--- src/rtl/regfile_cmd_sequencer.sv ---
// regfile_cmd_sequencer: serialises whole read/write commands onto the 4x16
// register file's load bus (b), one-hot load select (p) and write strobe (r),
// and returns read results over a valid/ready response channel.
module regfile_cmd_sequencer #(
   parameter int unsigned READ_WAIT = 1
) (
   input  logic       clk,
   input  logic       reset,
   input  logic       cmd_valid,
   output logic       cmd_ready,
   input  logic       cmd_op,
   input  logic [3:0] cmd_a,
   input  logic [3:0] cmd_b,
   output logic [3:0] b,
   output logic [3:0] p,
   output logic       r,
   input  logic [3:0] w1,
   input  logic [3:0] w2,
   output logic       rsp_valid,
   input  logic       rsp_ready,
   output logic [3:0] rsp_d1,
   output logic [3:0] rsp_d2,
   output logic       busy
);

   localparam int unsigned DW = 4;
   localparam int unsigned CW = 3;
   localparam logic [CW-1:0] WAIT_LOAD = CW'(READ_WAIT);

   localparam logic [DW-1:0] P_RR1   = 4'b0001;
   localparam logic [DW-1:0] P_RR2   = 4'b0010;
   localparam logic [DW-1:0] P_WR    = 4'b0100;
   localparam logic [DW-1:0] P_WDATA = 4'b1000;

   typedef enum logic [3:0] {
      S_IDLE   = 4'd0,
      S_W_ADDR = 4'd1,
      S_W_DATA = 4'd2,
      S_W_STRB = 4'd3,
      S_R_A    = 4'd4,
      S_R_B    = 4'd5,
      S_R_WAIT = 4'd6,
      S_R_SMP  = 4'd7,
      S_RESP   = 4'd8
   } state_t;

   state_t          r_state;
   state_t          w_state_nxt;
   logic [DW-1:0]   r_a;
   logic [DW-1:0]   r_d;
   logic [CW-1:0]   r_wait_cnt;
   logic [DW-1:0]   r_b;
   logic [DW-1:0]   r_p;
   logic            r_r;
   logic            r_cmd_ready;
   logic            r_busy;
   logic            r_rsp_valid;
   logic [DW-1:0]   r_rsp_d1;
   logic [DW-1:0]   r_rsp_d2;

   logic            w_accept;
   logic            w_capture;
   logic [DW-1:0]   w_a_nxt;
   logic [DW-1:0]   w_d_nxt;
   logic [DW-1:0]   w_b_nxt;
   logic [DW-1:0]   w_p_nxt;
   logic            w_r_nxt;

   assign w_accept  = cmd_valid && (r_state == S_IDLE);
   assign w_capture = (r_state == S_R_SMP);
   assign w_a_nxt   = w_accept ? cmd_a : r_a;
   assign w_d_nxt   = w_accept ? cmd_b : r_d;

   // State register
   always_ff @(posedge clk) begin
      if (reset) begin
         r_state <= S_IDLE;
      end else begin
         r_state <= w_state_nxt;
      end
   end

   // Next-state logic
   always_comb begin
      w_state_nxt = r_state;
      case (r_state)
         S_IDLE:   if (w_accept) w_state_nxt = cmd_op ? S_W_ADDR : S_R_A;
         S_W_ADDR: w_state_nxt = S_W_DATA;
         S_W_DATA: w_state_nxt = S_W_STRB;
         S_W_STRB: w_state_nxt = S_IDLE;
         S_R_A:    w_state_nxt = S_R_B;
         S_R_B:    w_state_nxt = (WAIT_LOAD == '0) ? S_R_SMP : S_R_WAIT;
         S_R_WAIT: if (r_wait_cnt <= CW'(1)) w_state_nxt = S_R_SMP;
         S_R_SMP:  w_state_nxt = S_RESP;
         S_RESP:   if (rsp_ready) w_state_nxt = S_IDLE;
         default:  w_state_nxt = S_IDLE;
      endcase
   end

   // Output decode for the state being entered, registered below
   always_comb begin
      w_b_nxt = '0;
      w_p_nxt = '0;
      w_r_nxt = 1'b0;
      case (w_state_nxt)
         S_W_ADDR: begin w_p_nxt = P_WR;    w_b_nxt = w_a_nxt; end
         S_W_DATA: begin w_p_nxt = P_WDATA; w_b_nxt = w_d_nxt; end
         S_W_STRB: w_r_nxt = 1'b1;
         S_R_A:    begin w_p_nxt = P_RR1;   w_b_nxt = w_a_nxt; end
         S_R_B:    begin w_p_nxt = P_RR2;   w_b_nxt = w_d_nxt; end
         default:  ;
      endcase
   end

   // Command operand capture on accept
   always_ff @(posedge clk) begin
      if (reset) begin
         r_a <= '0;
         r_d <= '0;
      end else if (w_accept) begin
         r_a <= cmd_a;
         r_d <= cmd_b;
      end
   end

   // Settle-cycle down-counter, loaded on the way into R_WAIT
   always_ff @(posedge clk) begin
      if (reset) begin
         r_wait_cnt <= '0;
      end else if (r_state == S_R_B) begin
         r_wait_cnt <= WAIT_LOAD;
      end else if ((r_state == S_R_WAIT) && (r_wait_cnt != '0)) begin
         r_wait_cnt <= r_wait_cnt - CW'(1);
      end
   end

   // Registered bus, handshake and response outputs
   always_ff @(posedge clk) begin
      if (reset) begin
         r_b         <= '0;
         r_p         <= '0;
         r_r         <= 1'b0;
         r_cmd_ready <= 1'b1;
         r_busy      <= 1'b0;
         r_rsp_valid <= 1'b0;
         r_rsp_d1    <= '0;
         r_rsp_d2    <= '0;
      end else begin
         r_b         <= w_b_nxt;
         r_p         <= w_p_nxt;
         r_r         <= w_r_nxt;
         r_cmd_ready <= (w_state_nxt == S_IDLE);
         r_busy      <= (w_state_nxt != S_IDLE);
         r_rsp_valid <= (w_state_nxt == S_RESP);
         if (w_capture) begin
            r_rsp_d1 <= w1;
            r_rsp_d2 <= w2;
         end
      end
   end

   assign b         = r_b;
   assign p         = r_p;
   assign r         = r_r;
   assign cmd_ready = r_cmd_ready;
   assign busy      = r_busy;
   assign rsp_valid = r_rsp_valid;
   assign rsp_d1    = r_rsp_d1;
   assign rsp_d2    = r_rsp_d2;

endmodule

--- config.mk ---
export PLATFORM = sky130hd
export DESIGN_NAME = regfile_cmd_sequencer
export DESIGN_NICKNAME = d
export VERILOG_FILES = /design/src/rtl/regfile_cmd_sequencer.sv
export SDC_FILE = /design/constraint.sdc
export NUM_CORES = 1
export LEC_CHECK = 0
export ABC_CLOCK_PERIOD_IN_PS = 2600
export CAP_MARGIN = 5
export CELL_PAD_IN_SITES_DETAIL_PLACEMENT = 1
export CELL_PAD_IN_SITES_GLOBAL_PLACEMENT = 1
export CORE_MARGIN = 4
export CORE_UTILIZATION = 35
export CTS_CLUSTER_SIZE = 40
export DETAILED_ROUTE_END_ITERATION = 16
export PLACE_DENSITY = 0.89
export SLEW_MARGIN = 0
export SYNTH_ARGS = -nofsm -noshare
export SYNTH_HDL_FRONTEND = slang
export SYNTH_SLANG_ARGS = --single-unit
--- constraint.sdc ---
create_clock -name clk -period 2.6 [get_ports clk]
set_clock_uncertainty 0.15 [all_clocks]
set_input_delay 0.52 -clock clk [delete_from_list [all_inputs] [get_ports clk]]
set_output_delay 0.52 -clock clk [all_outputs]
set_load 0.01 [all_outputs]
==> reports/metrics.cfg, run 1 <==
[setup_path]
path_cells=clkdlybuf4s50_1
crit_arrival_ns=1.24
r2r-start=r_state[1]
critPathTopFamily=buffers and inverters
timing.rr.end=r_d[2]
cpMaxStageDelayCell=clkdlybuf4s50_1
cp.buffers_inverters=1
worstPathMaxFanout=2
critPathRequiredTime_ns=1.93
reg2reg_slack_ns=0.83
reg2regPathDepth=4
path_class=reg2out
max_stage_delay_ns=0.56
cp-start-kind=register
end_kind=output pin

[floorplanning]
fp-row-count=21
io_pins=41
die_w_microns=67.3
initial_core_util_pct=36.6
die_h_microns=67.3
die-area_sq_um=4530
core_area_sq_um=3360

[power_and_ir_drop]
power_density_nw_per_um2=673
power_w=0.00117
p_int_w=0.000865
p_sw_w=0.000307
ir_drop_mv=0.405
power_frac_seq_pct=47.3
clock_power_share_pct=33.7
p_sw_share_pct=26.2
power.leakage_nw=0.636
pwr-share-comb_pct=19.0

[place]
place.gp.congestion=0.767
pre_cts_ws_ns=0.541
dp_hpwl_microns=2300
io_buffers=40

[layout]
final_util_pct=51.8
finalNetCount=194
diodes=0
layout-drive-gt1-share_pct=9.94
area_delta_synth_final_pct=41.3

[clock_network]
cts-root-buf=clkbuf_4
htree_levels=2
tritoncts=yes
cts_resized=0
numCtsBuffers=5
clock_latency_ns=0.33
clock_tree.buffer_depth=2
clkTransAtPathRegs_ns=0.10
post_cts.repair.setup_buffers=0
cts-hold-fix-buffers=0
cts_num_sinks=31

[worst_hold_path]
min_path_type=reg2reg
hp-start=rsp_d1[3]
whs_endpoint=rsp_d1[3]
hold_depth=2

[sta]
setup_viol=0
grt_setup_unrepaired=false
setup-tns-final_ns=0
max_freq_ghz=0.524
whs_ns=0.312
min_period_ns=1.91
final.setup.worst_slack_ns=0.693
finalMaxSlewViolations=0
period_share_pct=73.3
maxSlewHeadroom_pct=65.5
worst_pin_slew_ns=0.516
final-hold-violation-count=0

[synth]
avgSynthCellArea_sq_um=9.48
ys_top_cells_by_area=dfxtp_1 50%, nand2_1 6.1%, a21oi_1 4.9%, mux2i_1 3.2%, ha_1 3.0%
synth-seq-area-share_pct=50.4
synth_top_area_share_pct=50.4
synth_warnings=0
ys_seq_elements=31
synth.most_common_cell=dfxtp_1
synth_nets=154
ys_types=35
synth_common_cells=31 x dfxtp_1, 20 x nand2_1, 12 x a21oi_1, 7 x nor2_1, 5 x nor3_1
syn_area_sq_um=1230
synth_ff_type=dfxtp_1
syn_inst=130
yosys.area.top_type=dfxtp_1
async_flop_share_pct=0
synth-edff-count=0

[global_route]
top_usage_layer=met2
grt_pass1_wl_microns=5190
grt_overflow=0
grt_util_all_layers_pct=15.6
grt_antenna_before_repair=0
use_met3_pct=8.49
use_met2_pct=25.5
grt_pass1_vias=1118
grt_max_degree=28
use_met1_pct=17.9

[drt]
wl_per_cell_microns=14.7
vias_per_cell=4.89
drt-total-wl_microns=3190
drtPass1Iterations=4
drcViolationCount=0
ant_nets=0
drt_iter0_markers=43
vias=1062

[run]
drv_cap=0

[run_status]
status=finished clean

[through the flow]
stage / std cells / instance area [sq um]
global route: 217 / 1740
floorplan: 130 / 1230
CTS: 217 / 1740
finish: 217 / 1740
global placement: 209 / 1660
detailed placement: 209 / 1660
[state kept, by name, summed over array words and instances, names as in the netlist]
name and flops:
r_wait_cnt 3, rsp_d1 4, r_d 4, r 1, rsp_valid 1, r_state 4
p 4, cmd_ready 1, rsp_d2 4, b 4, busy 1
[layout make-up]
type | instances | area (sq um)
multi-input combinational | 87 | 554
inverter | 4 | 15.0
tap | 46 | 57.6
clock inverter | 2 | 35.0
sequential | 31 | 621
clock buffer | 6 | 51.3
fill | 389 | 1620
timing repair buffer | 41 | 408
[cells in the final DEF (no fill, tap or decap), types with 2 or more instances in the layout]
cell type	count
dfxtp_1	31
xnor2_1	4
nor2b_1	2
nor3_1	5
nand2b_1	2
o2bb2ai_1	4
inv_1	4
ha_1	3
nor2_1	7
a21oi_1	12
nand3_1	4
clkdlybuf4s50_1	40
mux2i_1	4
nor2_2	3
nand2_1	20
clkbuf_4	5
[power by group through the flow]
stage               registers, W  clock network, W  logic (W)
floorplan               0.000550                 0   0.000140
global placement        0.000562                 0   0.000215
detailed placement      0.000564                 0   0.000223
CTS                     0.000554          0.000406   0.000226
global route            0.000561          0.000442   0.000245
finish                  0.000554          0.000395   0.000223
[worst max path at each step]
stage | from | depth (start not counted) | end | slack (ns)
2_1_floorplan | cmd_op | 4 | busy | 1.14
4_1_cts | rsp_d2[1] | 1 | rsp_d2[1] | 0.67
5_1_grt | rsp_d2[1] | 1 | rsp_d2[1] | 0.61
6_report | rsp_d2[1] | 1 | rsp_d2[1] | 0.69
3_5_place_dp | cmd_op | 5 | busy | 0.54
3_3_place_gp | cmd_op | 5 | busy | 0.62
[cell families after synthesis]
logic type	share of synthesized area, %
multiplexers	4.16
AND/OR/NAND/NOR	22.3
AO/OA/AOI/OAI	12.6
buffers and inverters	4.67
adder cells (fa/ha/maj)	3.05
XOR/XNOR	2.84
flip-flops	50.4
[layer usage]
metal  share of wire [%]  routed length (microns)  up-vias
li1                    -                        -      525
met1                  43                     1370      496
met2                  48                     1530       41
met3                 8.9                      285        0
met4                   0                        0        0
met5                   0                        0        -
Power figures use the tool's default switching activity.
==> run 2, diff against run 1 <==
--- a/config.mk
+++ b/config.mk
@@ -5,15 +5,15 @@
 export SDC_FILE = /design/constraint.sdc
 export NUM_CORES = 1
 export LEC_CHECK = 0
-export ABC_CLOCK_PERIOD_IN_PS = 2600
+export ABC_CLOCK_PERIOD_IN_PS = 1900
 export CAP_MARGIN = 5
 export CELL_PAD_IN_SITES_DETAIL_PLACEMENT = 1
 export CELL_PAD_IN_SITES_GLOBAL_PLACEMENT = 1
 export CORE_MARGIN = 4
-export CORE_UTILIZATION = 35
+export CORE_UTILIZATION = 32
 export CTS_CLUSTER_SIZE = 40
 export DETAILED_ROUTE_END_ITERATION = 16
-export PLACE_DENSITY = 0.89
+export PLACE_DENSITY = 0.83
 export SLEW_MARGIN = 0
 export SYNTH_ARGS = -nofsm -noshare
 export SYNTH_HDL_FRONTEND = slang
==> constraint.sdc (replaced) <==
create_clock -name clk -period 1.9 [get_ports clk]
set_clock_uncertainty 0.15 [all_clocks]
set_input_delay 0.38 -clock clk [delete_from_list [all_inputs] [get_ports clk]]
set_output_delay 0.38 -clock clk [all_outputs]
set_load 0.01 [all_outputs]
==> run 2 against run 1 <==
- cell count is 1.4% higher
- worst hold slack worse by 0.0073 ns
- sequential power increased by 36%
- largest cell class unchanged
- largest power group unchanged
==> reports/metrics.cfg, run 2 (same netlist as run 1, synthesis figures left out) <==
[sta]
setup_viol=0
finalMaxSlewViolations=0
period_share_pct=90.1
final.setup.worst_slack_ns=0.188
maxSlewHeadroom_pct=66.8
max_freq_ghz=0.584
whs_ns=0.305
setup-tns-final_ns=0
worst_pin_slew_ns=0.498
final-hold-violation-count=0
grt_setup_unrepaired=false
min_period_ns=1.71

[setup_path]
cp-start-kind=register
path_class=reg2out
max_stage_delay_ns=0.55
crit_end=rsp_d1[2]
cp.buffers_inverters=1
timing.rr.end=b[0]
cpMaxStageDelayCell=clkdlybuf4s50_1
critPathTopFamily=buffers and inverters
reg2reg_slack_ns=0.21
worstPathMaxFanout=2
cp.depth=1
r2r-start=r_state[0]
startpoint=rsp_d1[2]
crit_arrival_ns=1.18
path_cells=clkdlybuf4s50_1
end_kind=output pin
reg2regPathDepth=4
critPathRequiredTime_ns=1.37

[worst_hold_path]
min_path_type=reg2reg

[layout]
fillerInstances=443
final_common_cell=clkdlybuf4s50_1
finalNetCount=195
finalInstanceArea_sq_um=1800
area_delta_synth_final_pct=45.7
regArea_sq_um=621
layout-drive-gt1-share_pct=10.5
most-common-layout-cells=40 x clkdlybuf4s50_1, 31 x dfxtp_1, 20 x nand2_1
diodes=0
multi_input_area_sq_um=554

[power_and_ir_drop]
power.leakage_nw=0.659
ir_drop_mv=0.518
power_density_nw_per_um2=967

[place]
pre_cts_ws_ns=0.0321
place.gp.congestion=0.771
dp_hpwl_microns=2530
place_area_sq_um=1680
io_buffers=40

[floorplanning]
io_pins=41
initial_core_util_pct=33.4
fp-row-count=22
die_h_microns=70.1
core_area_sq_um=3690
die-area_sq_um=4910
die_w_microns=70.1

[run_status]
status=finished clean

[drt]
ant_nets=0
wl_per_cell_microns=15.3
drtPass1Iterations=4
drt_iter0_markers=26
vias_per_cell=4.81
vias=1058
drcViolationCount=0
drt-total-wl_microns=3370

[clock_network]
htree_levels=2
cts_resized=0
clock_latency_ns=0.28
tritoncts=yes
cts-root-buf=clkbuf_8
cts-hold-fix-buffers=0
clkTransAtPathRegs_ns=0.06
numCtsBuffers=5
clock_tree.buffer_depth=2
post_cts.repair.setup_buffers=0
cts_num_sinks=31

[global_route]
grt_util_all_layers_pct=14.7
grt_overflow=0
grt_max_degree=28
grt_pass1_wl_microns=5690
grt_pass1_vias=1161
grt_antenna_before_repair=0

[run]
drv_cap=0

## run 2: area by class of cell
class / instances / area share (%)
clock inverter: 2 / 1.95
timing repair buffer: 42 / 23.8
sequential: 31 / 34.6
inverter: 4 / 0.836
tap: 48 / 3.34
multi-input combinational: 87 / 30.9
clock buffer: 6 / 4.60
## run 2: metrics by stage
step                      total power, W  cells  util, %
final                            0.00174    220     48.7
after global routing             0.00182    220     48.7
after CTS                        0.00176    220     48.7
after detailed placement         0.00109    212     45.5
after global placement           0.00107    212     45.5
after floorplan                 0.000945    130        -
## run 2: power by group
part / total, W / leakage (nW) / internal [W] / switching (W)
Clock: 0.000663 / 0.0612 / 0.000424 / 0.000239
Sequential: 0.000751 / 0.253 / 0.000703 / 0.0000474
Combinational: 0.000324 / 0.345 / 0.000179 / 0.000145
## run 2: routing by layer
metal / vias up / share of wire [%] / track usage [%]
met5: - / 0 / 0
met4: 0 / 1.1 / 4.47
met3: 5 / 7.5 / 6.62
met2: 40 / 47 / 23.7
met1: 490 / 44 / 17.3
li1: 523 / - / -
## run 2: worst min path at each step
stage                          from  slack [ns]         to  depth (start not counted)
after floorplan               reset        0.31          r                          1
after global placement    rsp_d2[3]        0.29  rsp_d2[3]                          2
after detailed placement  rsp_d1[3]        0.30  rsp_d1[3]                          2
after CTS                 rsp_d1[3]        0.31  rsp_d1[3]                          2
after global routing      rsp_d1[3]        0.34  rsp_d1[3]                          2
final                     rsp_d1[3]        0.30  rsp_d1[3]                          2
